--- src/rtl/instruction_fetch_pkg.sv ---
// instruction_fetch_pkg: shared core widths, NOP encoding and fetch state encoding.
package instruction_fetch_pkg;
  localparam int W = 16;
  localparam logic [3:0] NOP = 4'b0000;
  localparam logic [W-1:0] NOP_INSTR = {NOP, 12'h000};
  typedef enum logic [1:0] {
    S_REQ,
    S_HOLD,
    S_DRAIN
  } fetch_state_t;
endpackage

--- src/rtl/instruction_fetch_if.sv ---
// instruction_fetch_if: fetch-stage control, instruction memory and IF/ID signals.
interface instruction_fetch_if;
  import instruction_fetch_pkg::*;
  logic         stall_id;
  logic         redirect_ex;
  logic [W-1:0] redirect_target_ex;
  logic         imem_req_if;
  logic [W-1:0] imem_addr_if;
  logic         imem_ack_mem;
  logic [W-1:0] imem_data_mem;
  logic [W-1:0] instruction_if;
  logic [W-1:0] next_program_counter_if;
  logic         valid_if;
  modport master (
    input  stall_id, redirect_ex, redirect_target_ex, imem_ack_mem, imem_data_mem,
    output imem_req_if, imem_addr_if, instruction_if, next_program_counter_if, valid_if
  );
  modport slave (
    output stall_id, redirect_ex, redirect_target_ex, imem_ack_mem, imem_data_mem,
    input  imem_req_if, imem_addr_if, instruction_if, next_program_counter_if, valid_if
  );
endinterface

--- src/rtl/instruction_fetch.sv ---
// instruction_fetch: PC, req/ack instruction-memory fetch, one-entry stall buffer and redirect flush.
module instruction_fetch
  import instruction_fetch_pkg::*;
#(
  parameter logic [W-1:0] RESET_PC = 16'h0000
) (
  input logic clk,
  input logic reset,
  instruction_fetch_if.master io_fetch
);
  fetch_state_t r_state, w_state;
  logic [W-1:0] r_pc, w_pc, r_req_addr, w_req_addr;
  logic [W-1:0] r_hold_instr, w_hold_instr, r_hold_pc, w_hold_pc;
  logic [W-1:0] r_instr, w_instr, r_npc, w_npc;
  logic         r_valid, w_valid;
  logic [W-1:0] w_req_inc, w_hold_inc;
  logic         w_ack, w_stall, w_redir;
  logic [W-1:0] w_target;
  assign w_ack = io_fetch.imem_ack_mem;
  assign w_stall = io_fetch.stall_id;
  assign w_redir = io_fetch.redirect_ex;
  assign w_target = io_fetch.redirect_target_ex;
  assign w_req_inc = r_req_addr + 1'b1;
  assign w_hold_inc = r_hold_pc + 1'b1;
  assign io_fetch.imem_req_if = r_state != S_HOLD;
  assign io_fetch.imem_addr_if = r_req_addr;
  assign io_fetch.instruction_if = r_instr;
  assign io_fetch.next_program_counter_if = r_npc;
  assign io_fetch.valid_if = r_valid;
  always_comb begin
    w_state = r_state;
    w_pc = r_pc;
    w_req_addr = r_req_addr;
    w_hold_instr = r_hold_instr;
    w_hold_pc = r_hold_pc;
    w_instr = r_instr;
    w_npc = r_npc;
    w_valid = r_valid;
    case (r_state)
      S_REQ:
        if (w_redir) begin
          w_pc = w_target;
          if (w_ack) w_req_addr = w_target;
          else w_state = S_DRAIN;
        end else if (w_ack && w_stall) begin
          w_hold_instr = io_fetch.imem_data_mem;
          w_hold_pc = r_req_addr;
          w_state = S_HOLD;
        end else if (w_ack) begin
          w_instr = io_fetch.imem_data_mem;
          w_npc = w_req_inc;
          w_valid = 1'b1;
          w_pc = w_req_inc;
          w_req_addr = w_req_inc;
        end else if (!w_stall) begin
          w_instr = NOP_INSTR;
          w_npc = '0;
          w_valid = 1'b0;
        end
      S_HOLD:
        if (w_redir) begin
          w_hold_instr = NOP_INSTR;
          w_hold_pc = '0;
          w_pc = w_target;
          w_req_addr = w_target;
          w_state = S_REQ;
        end else if (!w_stall) begin
          w_instr = r_hold_instr;
          w_npc = w_hold_inc;
          w_valid = 1'b1;
          w_pc = w_hold_inc;
          w_req_addr = w_hold_inc;
          w_state = S_REQ;
        end
      S_DRAIN: begin
        // the in-flight request must complete before the new target is issued
        w_pc = w_redir ? w_target : r_pc;
        if (w_ack) begin
          w_req_addr = w_pc;
          w_state = S_REQ;
        end
      end
      default: w_state = S_REQ;
    endcase
    if (w_redir) begin
      w_instr = NOP_INSTR;
      w_npc = '0;
      w_valid = 1'b0;
    end
  end
  always_ff @(posedge clk or posedge reset)
    if (reset) begin
      r_state <= S_REQ;
      r_pc <= RESET_PC;
      r_req_addr <= RESET_PC;
      r_hold_instr <= NOP_INSTR;
      r_hold_pc <= '0;
      r_instr <= NOP_INSTR;
      r_npc <= '0;
      r_valid <= 1'b0;
    end else begin
      r_state <= w_state;
      r_pc <= w_pc;
      r_req_addr <= w_req_addr;
      r_hold_instr <= w_hold_instr;
      r_hold_pc <= w_hold_pc;
      r_instr <= w_instr;
      r_npc <= w_npc;
      r_valid <= w_valid;
    end
endmodule

--- src/flat_wrapper.sv ---
// flat-port wrapper written by rule: the top's interface ports become plain ports
module instruction_fetch_flat import instruction_fetch_pkg::*;
#(
  parameter logic [W-1:0] RESET_PC = 16'h0000
)
  (clk, reset, io_fetch_stall_id, io_fetch_redirect_ex, io_fetch_redirect_target_ex, io_fetch_imem_ack_mem, io_fetch_imem_data_mem, io_fetch_imem_req_if, io_fetch_imem_addr_if, io_fetch_instruction_if, io_fetch_next_program_counter_if, io_fetch_valid_if);
  instruction_fetch_if io_fetch_i ();
  input logic clk;
  input logic reset;
  input wire logic [$bits(io_fetch_i.stall_id)-1:0] io_fetch_stall_id;
  input wire logic [$bits(io_fetch_i.redirect_ex)-1:0] io_fetch_redirect_ex;
  input wire logic [$bits(io_fetch_i.redirect_target_ex)-1:0] io_fetch_redirect_target_ex;
  input wire logic [$bits(io_fetch_i.imem_ack_mem)-1:0] io_fetch_imem_ack_mem;
  input wire logic [$bits(io_fetch_i.imem_data_mem)-1:0] io_fetch_imem_data_mem;
  output wire logic [$bits(io_fetch_i.imem_req_if)-1:0] io_fetch_imem_req_if;
  output wire logic [$bits(io_fetch_i.imem_addr_if)-1:0] io_fetch_imem_addr_if;
  output wire logic [$bits(io_fetch_i.instruction_if)-1:0] io_fetch_instruction_if;
  output wire logic [$bits(io_fetch_i.next_program_counter_if)-1:0] io_fetch_next_program_counter_if;
  output wire logic [$bits(io_fetch_i.valid_if)-1:0] io_fetch_valid_if;
  assign io_fetch_i.stall_id = io_fetch_stall_id;
  assign io_fetch_i.redirect_ex = io_fetch_redirect_ex;
  assign io_fetch_i.redirect_target_ex = io_fetch_redirect_target_ex;
  assign io_fetch_i.imem_ack_mem = io_fetch_imem_ack_mem;
  assign io_fetch_i.imem_data_mem = io_fetch_imem_data_mem;
  assign io_fetch_imem_req_if = io_fetch_i.imem_req_if;
  assign io_fetch_imem_addr_if = io_fetch_i.imem_addr_if;
  assign io_fetch_instruction_if = io_fetch_i.instruction_if;
  assign io_fetch_next_program_counter_if = io_fetch_i.next_program_counter_if;
  assign io_fetch_valid_if = io_fetch_i.valid_if;
  instruction_fetch #(.RESET_PC(RESET_PC)) u_core (.clk(clk), .reset(reset), .io_fetch(io_fetch_i));
endmodule
--- config.mk ---
export PLATFORM = sky130hd
export DESIGN_NAME = instruction_fetch_flat
export DESIGN_NICKNAME = d
export VERILOG_FILES = /design/src/rtl/instruction_fetch_pkg.sv /design/src/rtl/instruction_fetch_if.sv /design/src/rtl/instruction_fetch.sv /design/src/flat_wrapper.sv
export SDC_FILE = /design/constraint.sdc
export NUM_CORES = 1
export LEC_CHECK = 0
export ABC_AREA = 1
export ABC_CLOCK_PERIOD_IN_PS = 3700
export BUFFER_PORTS_ARGS = -buffer_cell sky130_fd_sc_hd__buf_2
export CAP_MARGIN = 25
export CELL_PAD_IN_SITES_DETAIL_PLACEMENT = 1
export CELL_PAD_IN_SITES_GLOBAL_PLACEMENT = 1
export CORE_ASPECT_RATIO = 0.6
export CORE_MARGIN = 8
export CORE_UTILIZATION = 41
export CTS_CLUSTER_SIZE = 8
export DETAILED_ROUTE_END_ITERATION = 12
export GPL_ROUTABILITY_DRIVEN = 1
export GPL_TIMING_DRIVEN = 0
export MAX_ROUTING_LAYER = met4
export PLACE_DENSITY = 0.9
export REMOVE_ABC_BUFFERS = 1
export SYNTH_ARGS = -nofsm -noshare
export SYNTH_HDL_FRONTEND = slang
export SYNTH_SLANG_ARGS = --single-unit
--- constraint.sdc ---
create_clock -name clk -period 3.7 [get_ports clk]
set_input_delay 0.555 -clock clk [delete_from_list [all_inputs] [get_ports clk]]
set_output_delay 0.555 -clock clk [all_outputs]
set_load 0.01 [all_outputs]
Word-level counts from Yosys, hierarchy flattened. Index checks and enable logic that the tools add are counted.

Bits in registers: 99. Input port bits: 37. Output and inout bits: 50.

Add/sub/neg operators: 2. Equality and inequality tests: 14. Multiplexer cells: 41. Reduce and logical (&&, ||, !) cells: 10.

Operators by type and width (count): $mux 16 (22); $pmux 16 s2 (4); $pmux 16 s3 (2); $add 16x1->16 const B (2); $reduce_and 4->1 (4); $mux 2 (6); $ne 3x3->1 const B (4); $ne 2x2->1 const B (4); $pmux 2 s3 (1); $reduce_bool 3->1 (2); $mux 1 (5); $reduce_and 5->1 (1); $ne 2x1->1 const B (2); $ne 4x4->1 const B (1); $ne 3x2->1 const B (1); $eq 2x1->1 const B (1); $eq 2x2->1 const B (1); $logic_not 2->1 (1); $pmux 1 s2 (1); $reduce_bool 2->1 (1); $logic_and 1x1->1 (1).

Depth between registers and ports, before layout.
Word-level depth: 5. Depth in mapped cells: 13. Mapped depth without buffers: 11.

Worst setup path before layout. OpenSTA, ideal clock, no wires.

Path type: register -> output. From: reg u_core.r_state[0]. To: out io_fetch_imem_req_if. Data arrival time: 1300 ps. Required time: 3145 ps. Path slack: 1845 ps. Cell stages (with the launch flop): 6. Path buffers: 3. Cell sequence: dfrtp_1 ha_1 buf_4 inv_4 buf_2 buf_1.

Longest elaborated chain between the ends: 1.

RTL lines: start: declaration (RTL line instruction_fetch.sv:11) `fetch_state_t r_state, w_state;`; start signal: assignment (RTL line instruction_fetch.sv:102) `r_state <= w_state;`; $ne 2x1->1 (RTL line instruction_fetch.sv:25) `assign io_fetch.imem_req_if = r_state != S_HOLD;`; end: declaration (RTL line flat_wrapper.sv:15) `output wire logic [$bits(io_fetch_i.imem_req_if)-1:0] io_fetch_imem_req_if;`.

No other way between the ends.

Worst setup path after layout.
From: reg u_core.r_state[1]. To: reg u_core.r_req_addr[5], in the netlist u_core.io_fetch.imem_addr_if[5].

Longest elaborated chain between the ends: 3.

RTL lines: $eq 2x1->1 (tied with other cells) (RTL line instruction_fetch.sv:39) `case (r_state)`; $ne 3x3->1 (no source line) (tied with other cells); $reduce_and 5->1 (no source line); end signal: assignment (RTL line instruction_fetch.sv:104) `r_req_addr <= w_req_addr;`; end: declaration (RTL line instruction_fetch.sv:12) `logic [W-1:0] r_pc, w_pc, r_req_addr, w_req_addr;`.

Several ways; a longest one is shown, not always the timed one. A chain may end at the register's enable or synchronous reset.

==> flow_metrics.tcl <==
set metrics [dict create \
    finalCritPeriodShare 0.905 \
    numCtsBuffers 9 \
    dp_hpwl_um 14100 \
    grt_pass1_vias 6013 \
    grt_max_degree 60 \
    antenna_cells_inserted 0 \
    io_buffers 86 \
    clkSlewWorstSetupHoldPaths_ns 0.07 \
    fin_skew_ns 0.00903 \
    fmax_ghz 0.299 \
    end_kind "flip-flop" \
    start_util 0.415 \
    ys_types 38 \
    clockBufferDepth 2 \
    grt.total_usage 0.233 \
    postCtsHoldBufs 0 \
    ys_ff_latch 99 \
    ir_worst_vdd_v 0.000295 \
    seq_area_um2 2480 \
    finalMaxSlewViolations 0 \
    dr.pass1.iters 5 \
    layout_common_cells "nand2_1 (233), dfrtp_1 (99), nand3_1 (87)" \
    avgRoutedWirePerCell_um 19.4 \
    cts_sinks 99 \
    io_pins 87 \
    die_w_um 167 \
    hold_viol_final 0 \
    clkLatencyLatePin_ns 0.35 \
    maxCapViolCount 0 \
    tritoncts "built" \
    power_leakage_nw 3.23 \
    min_path_type "in -> async" \
    syn_avg_cell_area_um2 7.33 \
    drc 0 \
    ys_seq_area_frac 0.443 \
    root_buffer "clkbuf_16" \
    start_kind "flip-flop" \
    p_per_area_nw_per_um2 832 \
    die-area_um2 17800 \
    die_h_um 107 \
    relSlewSlack 0.316 \
    p_total_mw 5.34 \
    rsz0062_at_grt "false" \
    final.fill_count 1738 \
    final_layout_size_suffix_gt1_frac 0.154 \
    slowest_stage "nor2_1" \
    critPathRequiredTime_ns 3.94 \
    worst_slew_pin_slew_ns 1.02 \
    multiInputGateArea_um2 2640 \
    routed_wl_um 19700 \
    cts_max_level 3 \
    core_area_um2 13500 \
    drt_iter0_drc 493 \
    period_minus_slack_ns 3.35 \
    std_cell_rows 33 \
    grt_pass1_wl_um 32500 \
    setup_viol 0 \
    worstPathCellList "inv_1 -> ha_2 -> buf_8 -> inv_4 -> nor2_4 -> nand2_2 -> nand2_4 -> nor2_1 -> buf_4 -> inv_1 -> nand2_1 -> nand2_1" \
    whs_ns 0.354 \
    ant_nets 0 \
    critPathArrivalTime_ns 3.59 \
    final_common_cell "nand2_1" \
    vias 5697 \
    ys_warn_count 0 \
    stdcell_count 1011 \
    area_growth_pct 14.8 \
    worstSetupPathType "reg -> reg" \
    rrSetupSlack_ns 0.35 \
    place_inst 992 \
    grt_antenna_before_repair 0 \
    crit_path_max_incr_delay_ns 0.49 \
    synthCells 764 \
    grt_overflow 0 \
    gp_congestion 0.885 \
    crit_fanout 50 \
    finalNetCount 874 \
    outcome "finished, final reports clean" \
    vias_per_cell 5.64 \
    netlist_area_um2 5600 \
]
## power breakdown
part	internal, mW	switching [mW]
registers	1.52	0.393
clock network	0.526	0.432
logic	0.785	1.68
total	2.84	2.51
## Yosys cell counts, drive strengths merged
cell / count / area share
a21boi: 1 / 0.0013
a21o: 2 / 0.0027
a21oi: 43 / 0.039
a22o: 1 / 0.0016
a31oi: 11 / 0.012
buf: 25 / 0.028
clkbuf: 12 / 0.0083
clkinv: 1 / 0.00089
dfrtp: 99 / 0.44
ha: 6 / 0.013
inv: 71 / 0.049
mux2: 1 / 0.0020
nand2: 238 / 0.16
nand3: 87 / 0.078
nand4: 8 / 0.0089
nor2: 56 / 0.043
nor3: 2 / 0.0038
o2111ai: 1 / 0.0016
o211ai: 5 / 0.0067
o21ai: 68 / 0.061
o22ai: 18 / 0.020
or2: 1 / 0.0011
xnor2: 1 / 0.0016
xor2: 6 / 0.0094
## final cells by class
cell class	count	area share
clock inverters	6	0.0101
clock buffers	10	0.0356
inverters	72	0.0434
flip-flops and latches	99	0.386
repair buffers	93	0.0795
well taps	175	0.0341
multi-input cells	556	0.412
## stage by stage
stage | cell area (um2) | utilization | setup TNS [ns] | worst slack (ns)
after detailed placement | 6100 | 0.452 | -0.296 | -0.0464
final | 6420 | 0.476 | 0 | 0.351
after floorplan | 5400 | - | 0 | 0.555
after global routing | 6420 | 0.476 | 0 | 0.204
after CTS | 6400 | 0.474 | 0 | 0.168
after global placement | 6040 | 0.448 | -100.87 | -0.762
## cell families (layout without fill, tap and decap cells)
group / Yosys count / after routing / synth area share
and+or+nand+nor: 392 / 392 / 0.299
AOI/OAI and AO/OA: 150 / 150 / 0.146
buffers and inverters: 109 / 181 / 0.0854
DFF: 99 / 99 / 0.443
xor gates and xnor gates: 7 / 7 / 0.0110
adders and majority gates: 6 / 6 / 0.0134
muxes: 1 / 1 / 0.00201
## registers in the layout (all words and copies together), names as in the netlist
name / flops
u_core.io_fetch.next_program_counter_if: 16
u_core.io_fetch.valid_if: 1
u_core.r_state: 2
u_core.r_hold_pc: 16
u_core.r_hold_instr: 16
u_core.io_fetch.instruction_if: 16
u_core.r_pc: 16
u_core.io_fetch.imem_addr_if: 16
## worst paths after layout
check                                     startpoint                           endpoint  cells after the start
setup / recovery                   u_core.r_state[1]    u_core.io_fetch.imem_addr_if[5]                     12
hold / removal                                 reset  u_core.io_fetch.instruction_if[3]                      2
setup reg to reg                   u_core.r_state[1]    u_core.io_fetch.imem_addr_if[5]                     12
hold reg to reg             u_core.io_fetch.valid_if           u_core.io_fetch.valid_if                      2
max in group asynchronous                      reset            u_core.r_hold_instr[14]                      3
min in group clk           io_fetch_imem_data_mem[6]             u_core.r_hold_instr[6]                      3
## layer usage
layer  GRT usage  vias to the layer above  share of wire
met5           -                        -              0
met2       0.355                      214           0.44
met1       0.311                     2809           0.46
met3      0.0544                       25          0.077
li1            -                     2649              -
met4      0.0557                        0          0.013
## critical path, delay by kind of cell, from the launching register on
kind,cells,cell delay [ns]
fa+ha+maj,1,0.36
flops,1,0.40
buf+inv,5,1.37
simple gates,6,1.05
## what timing repair did
action	in CTS	in global routing
gates resized for setup	1	0
hold endpoints to repair	0	0
setup buffers	0	3
endpoints found under the setup margin	13	11
pin swaps	0	1
No activity file was read; power rests on OpenSTA's default activity.
